## config.mk

```make
export PLATFORM = sky130hd
export DESIGN_NAME = spi_regbank_burst
export DESIGN_NICKNAME = d
export VERILOG_FILES = /design/src/rtl/spi_regbank_pkg.sv /design/src/rtl/spi_edge_detect.sv /design/src/rtl/spi_regbank_burst.sv
export SDC_FILE = /design/constraint.sdc
export NUM_CORES = 1
export LEC_CHECK = 0
export CORE_ASPECT_RATIO = 0.8
export CORE_MARGIN = 1.5
export CORE_UTILIZATION = 50
export CTS_CLUSTER_SIZE = 10
export DETAILED_ROUTE_END_ITERATION = 10
export DONT_BUFFER_PORTS = 1
export PLACE_DENSITY = 0.74
export SYNTH_ARGS = -nofsm -noshare
export SYNTH_HDL_FRONTEND = slang
export SYNTH_SLANG_ARGS = --single-unit
```

## constraint.sdc

```tcl
create_clock -name clk -period 3.3 [get_ports clk]
set_input_delay 0.495 -clock clk [delete_from_list [all_inputs] [get_ports clk]]
set_output_delay 0.495 -clock clk [all_outputs]
set_load 0.01 [all_outputs]
```

## src/rtl/spi_regbank_pkg.sv

```systemverilog
// spi_regbank_pkg: shared FSM states and command-byte layout for spi_regbank_burst
package spi_regbank_pkg;
    typedef enum logic [1:0] {IDLE, CMD, DATA} state_e;
    localparam int CMD_BITS   = 8;
    localparam int CMD_WR_BIT = 7;
    localparam int ADDR_W     = 7;
endpackage

```

## src/rtl/spi_edge_detect.sv

```systemverilog
// spi_edge_detect: per-mode SPI sample/shift strobe generator
// Ports: clk, rstb (async active-low), mode_i {CPOL,CPHA}, spi_clk_i (SPI clock already synchronised to clk),
//        sample_o / shift_o one-clk strobes on the data sample / data shift edge.
module spi_edge_detect (
    input  logic       clk,
    input  logic       rstb,
    input  logic [1:0] mode_i,
    input  logic       spi_clk_i,
    output logic       sample_o,
    output logic       shift_o
);
    logic sclk_q;
    logic rise;
    logic fall;
    always_ff @(posedge clk or negedge rstb) begin
        if (!rstb) sclk_q <= 1'b0;
        else sclk_q <= spi_clk_i;
    end
    assign rise = spi_clk_i & ~sclk_q;
    assign fall = ~spi_clk_i & sclk_q;
    // modes 0 and 3 sample on rising edges, modes 1 and 2 on falling edges
    assign sample_o = (mode_i[1] ^ mode_i[0]) ? fall : rise;
    assign shift_o  = (mode_i[1] ^ mode_i[0]) ? rise : fall;
endmodule

```

## src/rtl/spi_regbank_burst.sv

```systemverilog
// spi_regbank_burst: SPI slave register bank with auto-incrementing burst read/write
// Ports: clk, rstb (async active-low), ena (unused power flag), mode {CPOL,CPHA},
//        spi_cs_n/spi_clk/spi_mosi (synchronised SPI inputs), spi_miso (read data, MSB first),
//        config_regs (flat R/W bank), status_regs (flat read-only bank),
//        cfg_wr_pulse/cfg_wr_addr (strobe and index of each committed config write).
module spi_regbank_burst #(
    parameter int                   NUM_CFG       = 8,
    parameter int                   NUM_STATUS    = 8,
    parameter int                   REG_WIDTH     = 8,
    parameter logic [REG_WIDTH-1:0] CFG_RESET_VAL = '0
) (
    input  logic                            clk,
    input  logic                            rstb,
    input  logic                            ena,
    input  logic [1:0]                      mode,
    input  logic                            spi_cs_n,
    input  logic                            spi_clk,
    input  logic                            spi_mosi,
    output logic                            spi_miso,
    output logic [NUM_CFG*REG_WIDTH-1:0]    config_regs,
    input  logic [NUM_STATUS*REG_WIDTH-1:0] status_regs,
    output logic                            cfg_wr_pulse,
    output logic [6:0]                      cfg_wr_addr
);
    import spi_regbank_pkg::*;
    localparam int RX_W = (REG_WIDTH > CMD_BITS) ? REG_WIDTH : CMD_BITS;
    localparam int CNT_W = $clog2(RX_W + 1);
    localparam logic [ADDR_W-1:0] LAST_ADDR = ADDR_W'(NUM_CFG + NUM_STATUS - 1);
    localparam logic [ADDR_W:0] CFG_END = (ADDR_W + 1)'(NUM_CFG);
    state_e                state_q;
    logic                  cs_q;
    logic [CNT_W-1:0]      cnt_q;
    logic [RX_W-2:0]       rx_q;
    logic [REG_WIDTH-1:0]  tx_q;
    logic [ADDR_W-1:0]     addr_q;
    logic                  wr_q;
    logic                  miso_q;
    logic                  pulse_q;
    logic [ADDR_W-1:0]     wr_addr_q;
    logic [REG_WIDTH-1:0]  cfg_q [NUM_CFG];
    logic                  sample;
    logic                  shift;
    logic [CMD_BITS-1:0]   cmd_d;
    logic [REG_WIDTH-1:0]  word_d;
    logic [ADDR_W-1:0]     addr_inc_d;
    logic [ADDR_W-1:0]     rd_addr_d;
    logic [REG_WIDTH-1:0]  rd_word_d;
    logic                  unused_ena;
    assign unused_ena = ena;
    spi_edge_detect u_edge (
        .clk       (clk),
        .rstb      (rstb),
        .mode_i    (mode),
        .spi_clk_i (spi_clk),
        .sample_o  (sample),
        .shift_o   (shift)
    );
    assign cmd_d      = {rx_q[CMD_BITS-2:0], spi_mosi};
    assign word_d     = {rx_q[REG_WIDTH-2:0], spi_mosi};
    assign addr_inc_d = (addr_q == LAST_ADDR) ? '0 : addr_q + 1'b1;
    // the word that becomes current after this sample: the start address at the end of the command,
    // otherwise the next burst address; status is snapshotted here, unmapped addresses read zero
    always_comb begin
        rd_addr_d = (state_q == CMD) ? cmd_d[ADDR_W-1:0] : addr_inc_d;
        rd_word_d = '0;
        for (int i = 0; i < NUM_CFG; i++)
            if (rd_addr_d == ADDR_W'(i)) rd_word_d = cfg_q[i];
        for (int i = 0; i < NUM_STATUS; i++)
            if (rd_addr_d == ADDR_W'(NUM_CFG + i)) rd_word_d = status_regs[i*REG_WIDTH +: REG_WIDTH];
    end
    always_ff @(posedge clk or negedge rstb) begin
        if (!rstb) begin
            state_q   <= IDLE;
            cs_q      <= 1'b0;
            cnt_q     <= '0;
            rx_q      <= '0;
            tx_q      <= '0;
            addr_q    <= '0;
            wr_q      <= 1'b0;
            miso_q    <= 1'b0;
            pulse_q   <= 1'b0;
            wr_addr_q <= '0;
            for (int i = 0; i < NUM_CFG; i++) cfg_q[i] <= CFG_RESET_VAL;
        end else begin
            // cs_q resets low so a frame already in progress at reset release is ignored
            cs_q    <= spi_cs_n;
            pulse_q <= 1'b0;
            if (spi_cs_n) begin
                state_q <= IDLE;
                cnt_q   <= '0;
                miso_q  <= 1'b0;
            end else begin
                case (state_q)
                    IDLE: begin
                        if (cs_q) begin
                            state_q <= CMD;
                            cnt_q   <= '0;
                        end
                    end
                    CMD: begin
                        if (sample) begin
                            rx_q  <= {rx_q[RX_W-3:0], spi_mosi};
                            cnt_q <= cnt_q + 1'b1;
                            if (cnt_q == CNT_W'(CMD_BITS - 1)) begin
                                state_q <= DATA;
                                cnt_q   <= '0;
                                wr_q    <= cmd_d[CMD_WR_BIT];
                                addr_q  <= cmd_d[ADDR_W-1:0];
                                tx_q    <= cmd_d[CMD_WR_BIT] ? '0 : rd_word_d;
                            end
                        end
                    end
                    DATA: begin
                        // one shift per bit; the word loaded at the previous sample is presented on the
                        // following shift edge, which is before the first sample for both CPHA values
                        if (shift && !wr_q) begin
                            miso_q <= tx_q[REG_WIDTH-1];
                            tx_q   <= {tx_q[REG_WIDTH-2:0], 1'b0};
                        end
                        if (sample) begin
                            rx_q  <= {rx_q[RX_W-3:0], spi_mosi};
                            cnt_q <= cnt_q + 1'b1;
                            if (cnt_q == CNT_W'(REG_WIDTH - 1)) begin
                                cnt_q  <= '0;
                                addr_q <= addr_inc_d;
                                if (!wr_q) tx_q <= rd_word_d;
                                if (wr_q && ({1'b0, addr_q} < CFG_END)) begin
                                    for (int i = 0; i < NUM_CFG; i++)
                                        if (addr_q == ADDR_W'(i)) cfg_q[i] <= word_d;
                                    pulse_q   <= 1'b1;
                                    wr_addr_q <= addr_q;
                                end
                            end
                        end
                    end
                    default: state_q <= IDLE;
                endcase
            end
        end
    end
    for (genvar g = 0; g < NUM_CFG; g++) begin : g_cfg
        assign config_regs[g*REG_WIDTH +: REG_WIDTH] = cfg_q[g];
    end
    assign spi_miso     = miso_q & ~spi_cs_n;
    assign cfg_wr_pulse = pulse_q;
    assign cfg_wr_addr  = wr_addr_q;
endmodule
```

==> impl_metrics.csv <==
group,metric,value,unit
status,outcome,"finished clean",
logic_synthesis,synthDistinctLibCells,68,
clock_tree,cts_buffers,9,
floorplanning,fp.dieH,100,um
logic_synthesis,yosys_warnings,0,
drt,detail-route-antenna-nets,0,
clock_tree,clk_latency,0.36,ns
drt,drt_pre_antenna_iters,5,
timing,finClkSkew,0.0100,ns
timing,post-route-period-util,94.4,%
floorplanning,die_area,12400,um^2
layout,seqCellArea,2600,um^2
critical_path,cp_max_fo,12,
clock_tree,path_clk_slew,0.08,ns
timing,final-hold-violation-count,0,
drt,drtIter0Drc,562,
layout,nets,668,
logic_synthesis,synthCells,574,
timing,tightest_slew,0.696,ns
floorplanning,initial_utilization,51.2,%
critical_path,r2r_slack,0.18,ns
power_and_ir_drop,p_per_area,447,nW/um^2
critical_path,startpoint,"addr_q[0]",
timing,finalMaxSlewViolations,0,
power_and_ir_drop,ir_drop,0.308,mV
critical_path,worstPathCellList,"ha_1, and3_1, a21oi_1, a21boi_1, buf_4, mux2i_1, a21oi_1, a21oi_1, o21ai_0, a221o_1",
critical_path,crit_family,"compound AO/OA/AOI/OAI gates",
layout,multiInputGateArea,3140,um^2
critical_path,cp_common_cell,"a21oi_1",
logic_synthesis,syn-num-nets,655,
global_route,gr-total-overflow,0,
timing,max_freq,321,MHz
logic_synthesis,synth_ff_type,"dfrtp_1",
power_and_ir_drop,power.static_leakage,2.93,nW
timing,rsz0062_at_grt,"false",
critical_path,cp.buffers_inverters,1,
clock_tree,clock-sinks,104,
place,portBuffers,0,
logic_synthesis,yosysSeqAreaShare,44.3,%
timing,setup_violations,0,
global_route,grt_pass1_vias,4858,
layout,area_growth,10.7,%
critical_path,r2r_start,"addr_q[0]",
floorplanning,num_rows,35,
worst_hold_path,hold_path_class,"input port to async pin",
clock_tree,tritoncts,"built",
clock_tree,clockRootBuffer,"clkbuf_16",
clock_tree,post_cts_buffers,0,
floorplanning,pin_count,145,
critical_path,end_kind,"flop",
critical_path,critPathArrivalTime,3.36,ns
place,place.gp.congestion,0.939,
timing,fin_tns_setup,0,ns
logic_synthesis,yosys_register_bits,104,
critical_path,crit_path_max_incr_delay,0.51,ns
drt,wl_per_cell,24.9,um
clock_tree,clockBufferDepth,2,
critical_path,worstSetupStartpointType,"flop",
drt,avgViaCountPerCell,6.90,
global_route,grt_pass1_wl,28.1,mm
global_route,grt_use_total,29.4,%
place,placedCellCount,723,
clock_tree,htree_levels,3,
timing,slew_headroom,53.4,%
floorplanning,die_w,124,um
global_route,antenna_found_initial,0,
critical_path,slowest_stage,"dfrtp_1",
logic_synthesis,synth-edff-count,0,
logic_synthesis,synth_area,5880,um^2
drt,routed_wl,18.4,mm
drt,vias,5104,
layout,antenna_cells,0,
logic_synthesis,async_reset_ff_share,100,%
layout,layout.cells.non_filler,740,
critical_path,critical_path_class,"flop to flop",
power_and_ir_drop,total_power,2.91,mW
floorplanning,core_region_area,11500,um^2
layout,fillers,971,
global_route,grt_max_degree,105,
logic_synthesis,syn_area_per_cell,10.2,um^2
drt,drcViolationCount,0,
timing,finalWorstPathRequiredPeriod,3.12,ns
run,drv_cap,0,
layout,drive_above_1_share,24.0,%
critical_path,cp.required,3.54,ns
place,dp_hpwl,13.2,mm
[metrics by stage]
step	setup slack [ns]	instance area [um^2]	hold slack (ns)	utilization, %
after global routing	0.00187	6510	0.0869	56.7
after CTS	0.121	6480	0.0954	56.5
after detailed placement	0.131	6180	0.202	53.9
after global placement	0.225	6180	0.203	53.9
after floorplan	0.510	5880	0.199	-
final	0.183	6510	0.0280	56.7
[layout make-up]
| class | instances | share of cell area (%) |
|---|---|---|
| Clock buffer | 10 | 3.52 |
| Clock inverter | 6 | 0.750 |
| Inverter | 12 | 0.692 |
| Multi-Input combinational cell | 428 | 48.2 |
| Sequential cell | 104 | 40.0 |
| Tap cell | 148 | 2.84 |
| Timing Repair Buffer | 32 | 4.00 |
[placed cells by master, fill, tap and decap left out, types with 6 or more instances in the layout]
master,n
a21oi_1,32
nor2b_1,8
ha_1,9
nand2_1,47
o21ai_0,31
mux2_2,77
o22ai_1,14
a221oi_1,11
o22a_1,6
inv_1,10
and3_1,6
buf_4,31
clkbuf_16,9
a31oi_1,6
nor2_1,39
dfrtp_1,104
o21a_1,7
mux2i_1,16
a22oi_1,8
nand3_1,11
nor3_1,9
[worst reg2reg max path: cells and delay by family, from the launching register on]
family	cells	cell delay, ns
simple gates	1	0.30
buf+inv	1	0.26
flops	1	0.51
fa+ha+maj	1	0.35
mux	1	0.34
compound gates	6	1.24
[state kept, by name, indices dropped and copies added, names as in the netlist]
signal / count
miso_q: 1
rx_q: 7
cs_q: 1
config_regs: 64
cfg_wr_addr: 7
cnt_q: 4
tx_q: 8
cfg_wr_pulse: 1
wr_q: 1
addr_q: 7
u_edge.sclk_q: 1
state_q: 2
[power breakdown]
group / internal, mW / leakage [nW] / switching [mW]
registers: 1.30 / 1.43 / 0.0852
clock network: 0.524 / 0.138 / 0.507
logic: 0.184 / 1.36 / 0.311
[logic make-up after synthesis]
| group | after synthesis | synth area share, % |
|---|---|---|
| AO/OA/AOI/OAI | 172 | 20.5 |
| AND/OR/NAND/NOR | 151 | 12.6 |
| flip-flops | 104 | 44.3 |
| multiplexers | 93 | 17.5 |
| buffers and inverters | 42 | 2.83 |
| adder cells (fa/ha/maj) | 9 | 1.92 |
| XOR/XNOR | 3 | 0.447 |
[metal layers]
metal  track usage [%]  vias up  share of wire (%)
li1                  -     2212                  -
met1              40.4     2534                 41
met2              43.8      317                 44
met3              9.91       41                 13
met4              9.90        0                2.5
met5                 0        -                  0
[synth_stat cells, types with 2 or more instances]
cell type	instances	area (um^2)
o22a_1	6	52.6
o21a_1	7	52.6
dfrtp_1	104	2600
a222oi_1	3	30.0
nor3_1	9	45.0
nand2_2	4	25.0
nor2_1	40	150
nand2_1	48	180
nand3_1	11	55.1
o31ai_1	2	15.0
clkinv_1	2	7.51
a41oi_1	3	26.3
a311oi_1	2	17.5
o211ai_1	5	37.5
o22ai_1	14	87.6
o31a_1	4	35.0
mux2_2	77	867
inv_1	10	37.5
clkbuf_1	24	90.1
buf_2	4	20.0
a221oi_1	11	96.3
mux2i_1	16	160
nand3b_1	3	22.5
or2_2	5	31.3
a32oi_1	3	26.3
o221ai_1	5	43.8
ha_1	9	113
o211a_1	2	20.0
and3_1	6	37.5
a221o_1	5	50.1
a22o_1	2	17.5
or3_1	4	25.0
o21ai_0	31	155
nand4_1	2	12.5
a2111oi_0	2	17.5
a21oi_1	32	160
a31oi_1	6	37.5
xor2_1	2	17.5
a211oi_1	5	37.5
nor2b_1	8	50.1
a22oi_1	8	60.1
o2111ai_1	2	17.5
[worst paths after layout]
check                           endpoint  cells past startpoint
min in group clk           u_edge.sclk_q                      0
max                              tx_q[5]                     10
max in group asynchronous        rx_q[4]                      1
min                             cnt_q[2]                      1
min reg2reg                       miso_q                      2
max reg2reg                      tx_q[5]                     10
[repair_timing]
action,CTS,global route
hold endpoints to repair,104,0
setup endpoints to repair,0,5
hold buffers,1,0
gates resized for setup,0,5
(Power assumes the default switching activity.)
